`config.mk`:
```
export PLATFORM = sky130hd
export DESIGN_NAME = gpr_wb_scheduler
export DESIGN_NICKNAME = d
export VERILOG_FILES = /design/src/rtl/gpr_wb_scheduler.sv
export SDC_FILE = /design/constraint.sdc
export NUM_CORES = 1
export LEC_CHECK = 0
export CAP_MARGIN = 30
export CORE_MARGIN = 2
export CORE_UTILIZATION = 33
export DETAILED_ROUTE_END_ITERATION = 10
export PLACE_DENSITY = 0.82
export SLEW_MARGIN = 30
export SYNTH_ARGS = -nofsm -noshare
export SYNTH_HDL_FRONTEND = slang
export SYNTH_SLANG_ARGS = --single-unit
```
`constraint.sdc`:
```
create_clock -name clk -period 4.6 [get_ports clk]
set_input_delay 0.92 -clock clk [delete_from_list [all_inputs] [get_ports clk]]
set_output_delay 0.92 -clock clk [all_outputs]
set_load 0.1 [all_outputs]
```
`src/rtl/gpr_wb_scheduler.sv`:
```
// GPR write-port scheduler: busy scoreboard for long-latency destinations,
// RAW/WAW stall generation for ID, and pipe/LL write-port arbitration with a starvation guard.
module gpr_wb_scheduler #(
    parameter int XLEN     = 64,
    parameter int MAX_WAIT = 4
) (
    input  logic            clk,
    input  logic            rst,
    input  logic            id_valid_i,
    input  logic [4:0]      id_rs1_i,
    input  logic [4:0]      id_rs2_i,
    input  logic [4:0]      id_rd_i,
    input  logic            id_rd_wen_i,
    input  logic            id_long_i,
    output logic            id_stall_o,
    input  logic            pipe_wb_valid_i,
    input  logic [4:0]      pipe_wb_addr_i,
    input  logic [XLEN-1:0] pipe_wb_data_i,
    output logic            pipe_hold_o,
    input  logic            ll_wb_valid_i,
    input  logic [4:0]      ll_wb_addr_i,
    input  logic [XLEN-1:0] ll_wb_data_i,
    output logic            ll_wb_ready_o,
    output logic            reg_wen_o,
    output logic [4:0]      reg_waddr_o,
    output logic [XLEN-1:0] reg_wdata_o,
    output logic [31:0]     busy_o
);
    typedef enum logic {ARB_PIPE, ARB_FORCE} state_t;

    localparam logic [3:0] MAX_W = 4'(MAX_WAIT);

    state_t      state, state_nxt;
    logic [3:0]  wait_cnt, wait_nxt, wait_inc;
    logic [31:0] busy, busy_set, busy_clr, busy_nxt;
    logic        pipe_grant, ll_grant, hold, raw_waw, issue;

    assign raw_waw    = busy[id_rs1_i] | busy[id_rs2_i] | (id_rd_wen_i & busy[id_rd_i]);
    assign id_stall_o = !rst & id_valid_i & raw_waw;
    assign issue      = id_valid_i & !id_stall_o & id_rd_wen_i & id_long_i & (id_rd_i != 5'd0);
    assign wait_inc   = wait_cnt + 4'd1;

    always_comb begin
        pipe_grant = 1'b0;
        ll_grant   = 1'b0;
        hold       = 1'b0;
        state_nxt  = state;
        wait_nxt   = wait_cnt;
        case (state)
            ARB_PIPE: begin
                if (pipe_wb_valid_i) begin
                    pipe_grant = 1'b1;
                    if (ll_wb_valid_i) begin
                        wait_nxt = wait_inc;
                        if (wait_inc == MAX_W) state_nxt = ARB_FORCE;
                    end
                end else if (ll_wb_valid_i) begin
                    ll_grant = 1'b1;
                    wait_nxt = 4'd0;
                end
            end
            ARB_FORCE: begin
                state_nxt = ARB_PIPE;
                wait_nxt  = 4'd0;
                // With the LL request gone the forced slot is released to the pipe immediately.
                if (ll_wb_valid_i) begin
                    ll_grant = 1'b1;
                    hold     = 1'b1;
                end else begin
                    pipe_grant = pipe_wb_valid_i;
                end
            end
            default: begin
                state_nxt = ARB_PIPE;
                wait_nxt  = 4'd0;
            end
        endcase
        if (rst) begin
            pipe_grant = 1'b0;
            ll_grant   = 1'b0;
            hold       = 1'b0;
        end
    end

    always_comb begin
        reg_waddr_o = 5'd0;
        reg_wdata_o = '0;
        if (ll_grant) begin
            reg_waddr_o = ll_wb_addr_i;
            reg_wdata_o = ll_wb_data_i;
        end else if (pipe_grant) begin
            reg_waddr_o = pipe_wb_addr_i;
            reg_wdata_o = pipe_wb_data_i;
        end
    end

    assign reg_wen_o     = (ll_grant | pipe_grant) & (reg_waddr_o != 5'd0);
    assign ll_wb_ready_o = ll_grant;
    assign pipe_hold_o   = hold;
    assign busy_o        = rst ? 32'd0 : busy;

    // Set is applied after clear so a same-index collision resolves to busy.
    assign busy_set = issue    ? (32'd1 << id_rd_i)      : 32'd0;
    assign busy_clr = ll_grant ? (32'd1 << ll_wb_addr_i) : 32'd0;
    assign busy_nxt = ((busy & ~busy_clr) | busy_set) & ~32'd1;

    always_ff @(posedge clk) begin
        if (rst) begin
            state    <= ARB_PIPE;
            wait_cnt <= 4'd0;
            busy     <= 32'd0;
        end else begin
            state    <= state_nxt;
            wait_cnt <= wait_nxt;
            busy     <= busy_nxt;
        end
    end
endmodule

```
==> summary.md, run 1 <==
| Metric | Value |
|---|---|
| Final clock skew | `0.004957 ns` |
| EDFF count, synth | `0` |
| First-pass GRT wire length | `25.60 mm` |
| Clk sinks | `36` |
| Routed wire length | `18.49 mm` |
| Crit path capture type | `output port` |
| GPL Wtd Cong | `0.9234` |
| Core footprint | `9594 um2` |
| Post-CTS setup buffers | `0` |
| Final HPWL DP | `15.42 mm` |
| Num CTS Buffers | `5` |
| Post-cts sizing count | `0` |
| Register area share after synthesis | `22.44%` |
| Endpoints failing setup | `0` |
| Drt first pass iters | `5` |
| Status | `completed` |
| CTS tree | `built` |
| Nets | `777` |
| FILL cells | `767` |
| Final Cycle Share | `97.58%` |
| WP data required | `3.68 ns` |
| Die width | `102.7 um` |
| Via count | `4416` |
| Critical path type | `in2out` |
| Async SR Flop Fraction | `0%` |
| Power per Cell Area | `194.9 nW/um2` |
| Vias in the first global route | `4257` |
| Die footprint | `10540 um2` |
| Leakage | `2.670 nW` |
| Clock root cell | `clkbuf_8` |
| Rel. slew slack | `65.62%` |
| Initial antenna violation count | `3` |
| Clk pin slew, worst setup/hold paths | `0.07 ns` |
| Ports | `265` |
| Residual DRC | `0` |
| Mapped Nets | `531` |
| Number of I/O port buffers | `263` |
| Worst-margin pin slew | `0.5141 ns` |
| Final Power | `1.307 mW` |
| Fmax | `222.8 MHz` |
| Layout cells sized above 1 | `24.35%` |
| Htree depth | `2` |
| Worst VDD drop | `0.1080 mV` |
| Unrepaired setup endpoints after global routing | `no` |
| Max-cap violations | `0` |
| Synth-to-Final Area Change | `108.8%` |
| Post-synthesis cell area | `3212 um2` |
| Slew Limit Fails | `0` |
| Post-Synthesis Cells | `370` |
| #FFs+latches synth | `36` |
| Remaining antenna violation count after routing | `0` |
| Post-route setup TNS | `0 ns` |
| Die Y | `102.7 um` |
| WP data arrival | `3.57 ns` |
| Syn avg cell area | `8.681 um2` |
| Largest net degree at the start of global routing | `55` |
| Total GRT Usage | `33.36%` |
| Initial DRC Count | `358` |
| Ys Warns | `0` |
| Initial Util | `33.48%` |
| Max FO, Critical Path | `5` |
| Clock Path Buffers | `2` |
| Routed len/inst | `24.55 um` |
| Remaining global-route overflow | `0` |
| Main flop type after synthesis | `dfxtp_1` |
| Post-cts hold buffer count | `0` |
| Std cell rows | `36` |
| Final hold vios | `0` |
| Final min period | `4.489 ns` |
| Crit path launch type | `input pin` |
| Synth unique cells | `48` |
| HP Class | `reg2reg` |
| Worst-Skew Late Latency | `0.29 ns` |
| Via/cell ratio | `5.865` |
path summary, 6_finish.rpt:
kind / from / endpoint / slack (ns) / cells after the start
worst max-delay path: id_rs1_i[2] / id_stall_o / 0.11 / 8
worst max register to register: busy[21] / busy[14] / 2.06 / 7
worst min register to register: wait_cnt[2] / wait_cnt[2] / 0.50 / 2
worst min-delay path: wait_cnt[2] / wait_cnt[2] / 0.50 / 2
layout make-up:
class                      count  area, um2  area share, %
antenna                        4      10.01         0.1493
clock inverter                 1      5.005        0.07464
timing repair buffer         272       3366          50.20
clock buffer                   6      72.57          1.082
inverter                       8      30.03         0.4478
sequential                    36      720.7          10.75
multi-input combinational    293       2335          34.82
tap                          133      166.4          2.482
layer usage:
| metal | wire (um) | GRT usage (%) | up-vias | share of wire [%] |
|---|---|---|---|---|
| li1 | - | - | 1944 | - |
| met1 | 6467 | 38.22 | 2129 | 35 |
| met2 | 9088 | 55.66 | 270 | 49 |
| met3 | 1615 | 8.407 | 69 | 8.7 |
| met4 | 1287 | 20.82 | 4 | 7.0 |
| met5 | 30 | 0 | - | 0.16 |
power breakdown:
group / switching (mW) / total [mW] / internal, mW / leakage (nW)
combinational: 0.457 / 0.778 / 0.321 / 2.34
sequential: 0.00130 / 0.314 / 0.313 / 0.290
clock: 0.112 / 0.215 / 0.103 / 0.0411
total: 0.570 / 1.31 / 0.737 / 2.67
placed cells by master, fill, tap and decap left out, types with 2 or more instances in the layout:
master / instances
mux4_2: 13
o221ai_1: 2
clkdlybuf4s50_1: 159
dfxtp_1: 36
mux2_2: 7
nand3b_1: 6
or3b_2: 3
nand4b_1: 2
clkbuf_8: 5
o21ai_0: 65
a22o_1: 69
nand4_2: 2
a21oi_1: 2
nor2_1: 11
nand2b_1: 3
nand3_1: 8
nor4_1: 2
mux4_1: 6
buf_4: 39
inv_1: 8
a31oi_1: 2
nand2_1: 14
nand3_2: 2
nand4_1: 2
buf_12: 74
and3_1: 2
nor3_1: 9
mux2i_1: 7
diode_2: 4
nor2b_1: 35
synthesized netlist by cell type (2+ instances only):
| cell | number | area (um2) |
|---|---|---|
| buf_2 | 3 | 15.01 |
| and3_1 | 2 | 12.51 |
| buf_1 | 12 | 45.04 |
| mux4_2 | 13 | 292.8 |
| mux2i_1 | 7 | 70.07 |
| mux4_1 | 6 | 157.7 |
| nor3_1 | 9 | 45.04 |
| nand4_2 | 2 | 25.02 |
| nor2_1 | 11 | 41.29 |
| o221ai_1 | 2 | 17.52 |
| o21ai_0 | 65 | 325.3 |
| nand3_1 | 8 | 40.04 |
| nand4b_1 | 2 | 17.52 |
| nand4_1 | 2 | 12.51 |
| a22o_1 | 69 | 604.3 |
| dfxtp_1 | 36 | 720.7 |
| nor4_1 | 2 | 12.51 |
| a31oi_1 | 2 | 12.51 |
| nand3b_1 | 6 | 45.04 |
| inv_1 | 8 | 30.03 |
| nor2b_1 | 35 | 219.0 |
| or3b_2 | 3 | 26.28 |
| a211oi_1 | 2 | 15.01 |
| nand2_1 | 14 | 52.55 |
| nand3_2 | 2 | 20.02 |
| mux2_2 | 7 | 78.83 |
| clkbuf_1 | 16 | 60.06 |
| a21oi_1 | 2 | 10.01 |
| nand2b_1 | 3 | 18.77 |
metrics by stage:
step	setup slack [ns]	utilization, %	area, um2	instances	hold slack [ns]
global route	0.03096	69.78	6695	749	0.5247
global placement	0.2083	68.98	6618	742	0.4676
detailed placement	0.1346	68.98	6618	742	0.4828
CTS	0.1265	69.78	6695	749	0.4932
finish	0.1113	69.89	6705	753	0.4951
floorplan	0.09288	-	3212	370	0.4529
registers in the layout (all words and copies together) (netlist names):
| signal | cells |
|---|---|
| state | 1 |
| busy | 31 |
| wait_cnt | 4 |
critical path: stages:
cell and delay (ns):
clkdlybuf4s50_1 0.61, mux4_1 0.59, mux4_2 0.46, or2_0 0.25
a32oi_4 0.22, o21ai_0 0.11, and2_1 0.22, buf_12 0.18
cell families after synthesis:
family	after synthesis	share of synthesized area (%)
AO/OA/AOI/OAI	150	33.23
XOR/XNOR	1	0.2727
adder cells (fa/ha/maj)	1	0.3895
buffers and inverters	41	5.259
flip-flops	36	22.44
multiplexers	33	18.66
other	1	0.1168
AND/OR/NAND/NOR	107	19.63
Note: power is estimated with default switching activity, not from simulation.
==> run 2: changes to the inputs <==
Settings changed: ABC_AREA set to 1, CORE_UTILIZATION 33 to 38, GPL_ROUTABILITY_DRIVEN set to 0, PLACE_DENSITY 0.82 to 0.83.
==> run 2 against run 1 <==
Effect of this change: register-to-register slack better by 0.53 ns; count of clock-buffer cells in the layout up 1; worst hold slack worse by 0.00077 ns; clock power up 47%.
==> summary.md, run 2 <==
| Metric | Value |
|---|---|
| Worst-Skew Late Latency | `0.31 ns (was 0.29 ns)` |
| Fmax | `251.7 MHz (was 222.8 MHz)` |
| Main flop type after synthesis | `dfxtp_1 (unchanged)` |
| WP data arrival | `3.05 ns (was 3.57 ns)` |
| Via/cell ratio | `5.241 (was 5.865)` |
| Post-cts hold buffer count | `0 (unchanged)` |
| Vias in the first global route | `5646 (was 4257)` |
| Routed wire length | `21.18 mm (was 18.49 mm)` |
| Post-Synthesis Cells | `803 (was 370)` |
| Largest net degree at the start of global routing | `40 (was 55)` |
| First-pass GRT wire length | `31.97 mm (was 25.60 mm)` |
| Clk sinks | `36 (unchanged)` |
| Critical path, cell by cell | `clkdlybuf4s50_1 > nor2_1 > inv_1 > nor2_4 > buf_4 > nand2_1 > o21ai_0 > buf_12 (was clkdlybuf4s50_1 > mux4_1 > mux4_2 > or2_0 > a32oi_4 > o21ai_0 > and2_1 > buf_12)` |
| Die width | `108.4 um (was 102.7 um)` |
| Ports | `265 (unchanged)` |
| Final Cycle Share | `86.36% (was 97.58%)` |
| Slew Limit Fails | `0 (unchanged)` |
| WP data required | `3.68 ns (about the same)` |
| Hold slack | `0.4943 ns (was 0.4951 ns)` |
| Clock root cell | `clkbuf_8 (unchanged)` |
| Post-synthesis cell area | `4140 um2 (was 3212 um2)` |
| Synth unique cells | `32 (was 48)` |
| Crit path capture type | `output port (unchanged)` |
| R2R depth | `14 (was 7)` |
| Final Cell Area | `7545 um2 (was 6705 um2)` |
| Most frequent cell after synthesis | `nand2_1 (was a22o_1)` |
| Critical path type | `in2out (unchanged)` |
| CP max stage cell | `clkdlybuf4s50_1 (unchanged)` |
| Final clock skew | `0.01169 ns (was 0.004957 ns)` |
| Residual DRC | `0 (unchanged)` |
| Initial Util | `38.53% (was 33.48%)` |
| CTS tree | `built (unchanged)` |
| Initial DRC Count | `911 (was 358)` |
| Drt first pass iters | `6 (was 5)` |
| Clk pin slew, worst setup/hold paths | `0.07 ns (about the same)` |
| Ys Warns | `0 (unchanged)` |
| CP max stage delay | `0.62 ns (was 0.61 ns)` |
| Post-cts sizing count | `0 (unchanged)` |
| Mapped Nets | `964 (was 531)` |
| Register area share after synthesis | `17.41% (was 22.44%)` |
| Leading post-synthesis cells by cell area | `nand2_1 (23%), dfxtp_1 (17%), nand3_1 (12%), inv_1 (12%), nor2_1 (10%) (was dfxtp_1 (22%), a22o_1 (19%), o21ai_0 (10%), mux4_2 (9.1%), nor2b_1 (6.8%))` |
| Core footprint | `10750 um2 (was 9594 um2)` |
| Max FO, Critical Path | `39 (was 5)` |
| Leakage | `3.430 nW (was 2.670 nW)` |
| Multi-input gate area | `2653 um2 (was 2335 um2)` |
| Via count | `6190 (was 4416)` |
| Post-route setup TNS | `0 ns (unchanged)` |
| Synth top area share | `23.39% (was 22.44%)` |
| FILL cells | `922 (was 767)` |
| Total GRT Usage | `36.03% (was 33.36%)` |
| Final min period | `3.973 ns (was 4.489 ns)` |
| Die Y | `108.4 um (was 102.7 um)` |
| Endpoints failing setup | `0 (unchanged)` |
| FF+latch area | `720.7 um2 (unchanged)` |
| Htree depth | `2 (unchanged)` |
| Remaining antenna violation count after routing | `0 (unchanged)` |
| Worst VDD drop | `0.1243 mV (was 0.1080 mV)` |
| Final Power | `1.443 mW (was 1.307 mW)` |
| Final hold vios | `0 (unchanged)` |
| Routed len/inst | `17.93 um (was 24.55 um)` |
| #FFs+latches synth | `36 (unchanged)` |
| Num CTS Buffers | `5 (unchanged)` |
| Unrepaired setup endpoints after global routing | `no (unchanged)` |
| Number of flip-flops in the largest register | `31 (unchanged)` |
| HP Class | `reg2reg (unchanged)` |
| Synth-to-Final Area Change | `82.23% (was 108.8%)` |
| Synth area leader | `nand2_1 (was dfxtp_1)` |
| Worst-margin pin slew | `0.6963 ns (was 0.5141 ns)` |
| Max-cap violations | `0 (unchanged)` |
| Async SR Flop Fraction | `0% (unchanged)` |
| Top reg by flops | `busy (unchanged)` |
| Final HPWL DP | `17.72 mm (was 15.42 mm)` |
| Crit path launch type | `input pin (unchanged)` |
| Post-CTS setup buffers | `0 (unchanged)` |
| Rel. slew slack | `53.09% (was 65.62%)` |
| Remaining global-route overflow | `0 (unchanged)` |
| Clock Path Buffers | `2 (unchanged)` |
| Nets | `1201 (was 777)` |
| Synth top cells by count | `nand2_1 (258), inv_1 (127), nor2_1 (110) (was a22o_1 (69), o21ai_0 (65), dfxtp_1 (36))` |
| EDFF count, synth | `0 (unchanged)` |
| Status | `completed (unchanged)` |
| Most common cell after layout, fill and taps aside | `nand2_1 (was clkdlybuf4s50_1)` |
| Ant diodes | `0 (was 4)` |
| Initial antenna violation count | `0 (was 3)` |
| Most frequent cells in the layout | `nand2_1 (258), clkdlybuf4s50_1 (159), inv_1 (127), nor2_1 (109), nand3_1 (99) (was clkdlybuf4s50_1 (159), buf_12 (74), a22o_1 (69), o21ai_0 (65), buf_4 (39))` |
| Hold Path Cell Cnt | `2 (unchanged)` |
| Number of I/O port buffers | `263 (unchanged)` |
| Layout cells sized above 1 | `15.37% (was 24.35%)` |
| Syn avg cell area | `5.156 um2 (was 8.681 um2)` |
| Die footprint | `11750 um2 (was 10540 um2)` |
| Power per Cell Area | `191.3 nW/um2 (was 194.9 nW/um2)` |
| Std cell rows | `38 (was 36)` |
| Post-DP Area | `7418 um2 (was 6618 um2)` |
| Top Registers | `busy: 31 flops, wait_cnt: 4 flops, state: 1 flops (unchanged)` |
## run 2: cell count changes after synthesis, sizes merged, moves of 6 or more
cell,delta
buf,+10
nor2b,-35
mux2,-7
nand2,+249
nor2,+101
a22o,-69
mux2i,-7
nor3,-6
mux4,-19
inv,+124
nand3,+109
## run 2: layout make-up
cell class / count / area share [%]
Sequential cell: 36 / 9.552
Timing Repair Buffer: 274 / 44.48
Tap cell: 140 / 2.322
Multi-Input combinational cell: 588 / 35.16
Clock buffer: 7 / 1.277
Inverter: 135 / 6.816
Clock inverter: 1 / 0.3980
## run 2: worst max-delay path: cells and delay by family
kind | cells | cell delay, ns
buffers and inverters | 4 | 1.35
AND/OR/NAND/NOR | 3 | 0.46
AO/OA/AOI/OAI | 1 | 0.30
## run 2: final timing paths
path	from	end	slack (ns)
setup reg to reg	busy[3]	busy[20]	2.59
setup / recovery	rst	reg_wdata_o[47]	0.63
hold reg to reg	wait_cnt[3]	wait_cnt[3]	0.49
hold / removal	wait_cnt[3]	wait_cnt[3]	0.49
## run 2: report_power, final
group / internal [mW] / total, mW / switching, mW / leakage (nW)
Clock: 0.191 / 0.315 / 0.124 / 0.0645
Sequential: 0.313 / 0.315 / 0.00150 / 0.290
Combinational: 0.307 / 0.813 / 0.506 / 3.08
## run 2: kinds of logic (layout without fill, tap and decap cells)
kind of cell / Yosys count / count (layout) / synth area share [%]
xor+xnor: 2 / 2 / 0.4232
buf+inv: 179 / 417 / 19.28
other cells: 1 / 1 / 0.09057
flops: 36 / 36 / 17.41
simple gates: 502 / 502 / 52.37
compound gates: 82 / 82 / 10.12
fa+ha+maj: 1 / 1 / 0.3022
## run 2: per-layer routing
layer  routed length [um]  global-route usage, %  up-vias  part of all wire [%]
met5                    0                      0        -                     0
met2                 9747                  58.98      493                    46
met1                 8162                  47.76     2714                    39
li1                     -                      -     2932                     -
met3                 2652                  8.017       51                    13
met4                  619                  9.615        0                   2.9
## run 2: stage by stage
step,setup WS [ns],utilization (%),cells
after floorplan,-0.1974,-,803
after global placement,0.7286,69.04,1173
after detailed placement,0.6696,69.04,1173
after CTS,0.6646,70.21,1181
after global routing,0.4211,70.21,1181
final,0.6273,70.21,1181
==> run 3: changes to the inputs <==
Settings changed: CTS_CLUSTER_DIAMETER set to 50.
==> results of run 3 <==
The final DEF is identical to that of run 2; final timing and power are the same.
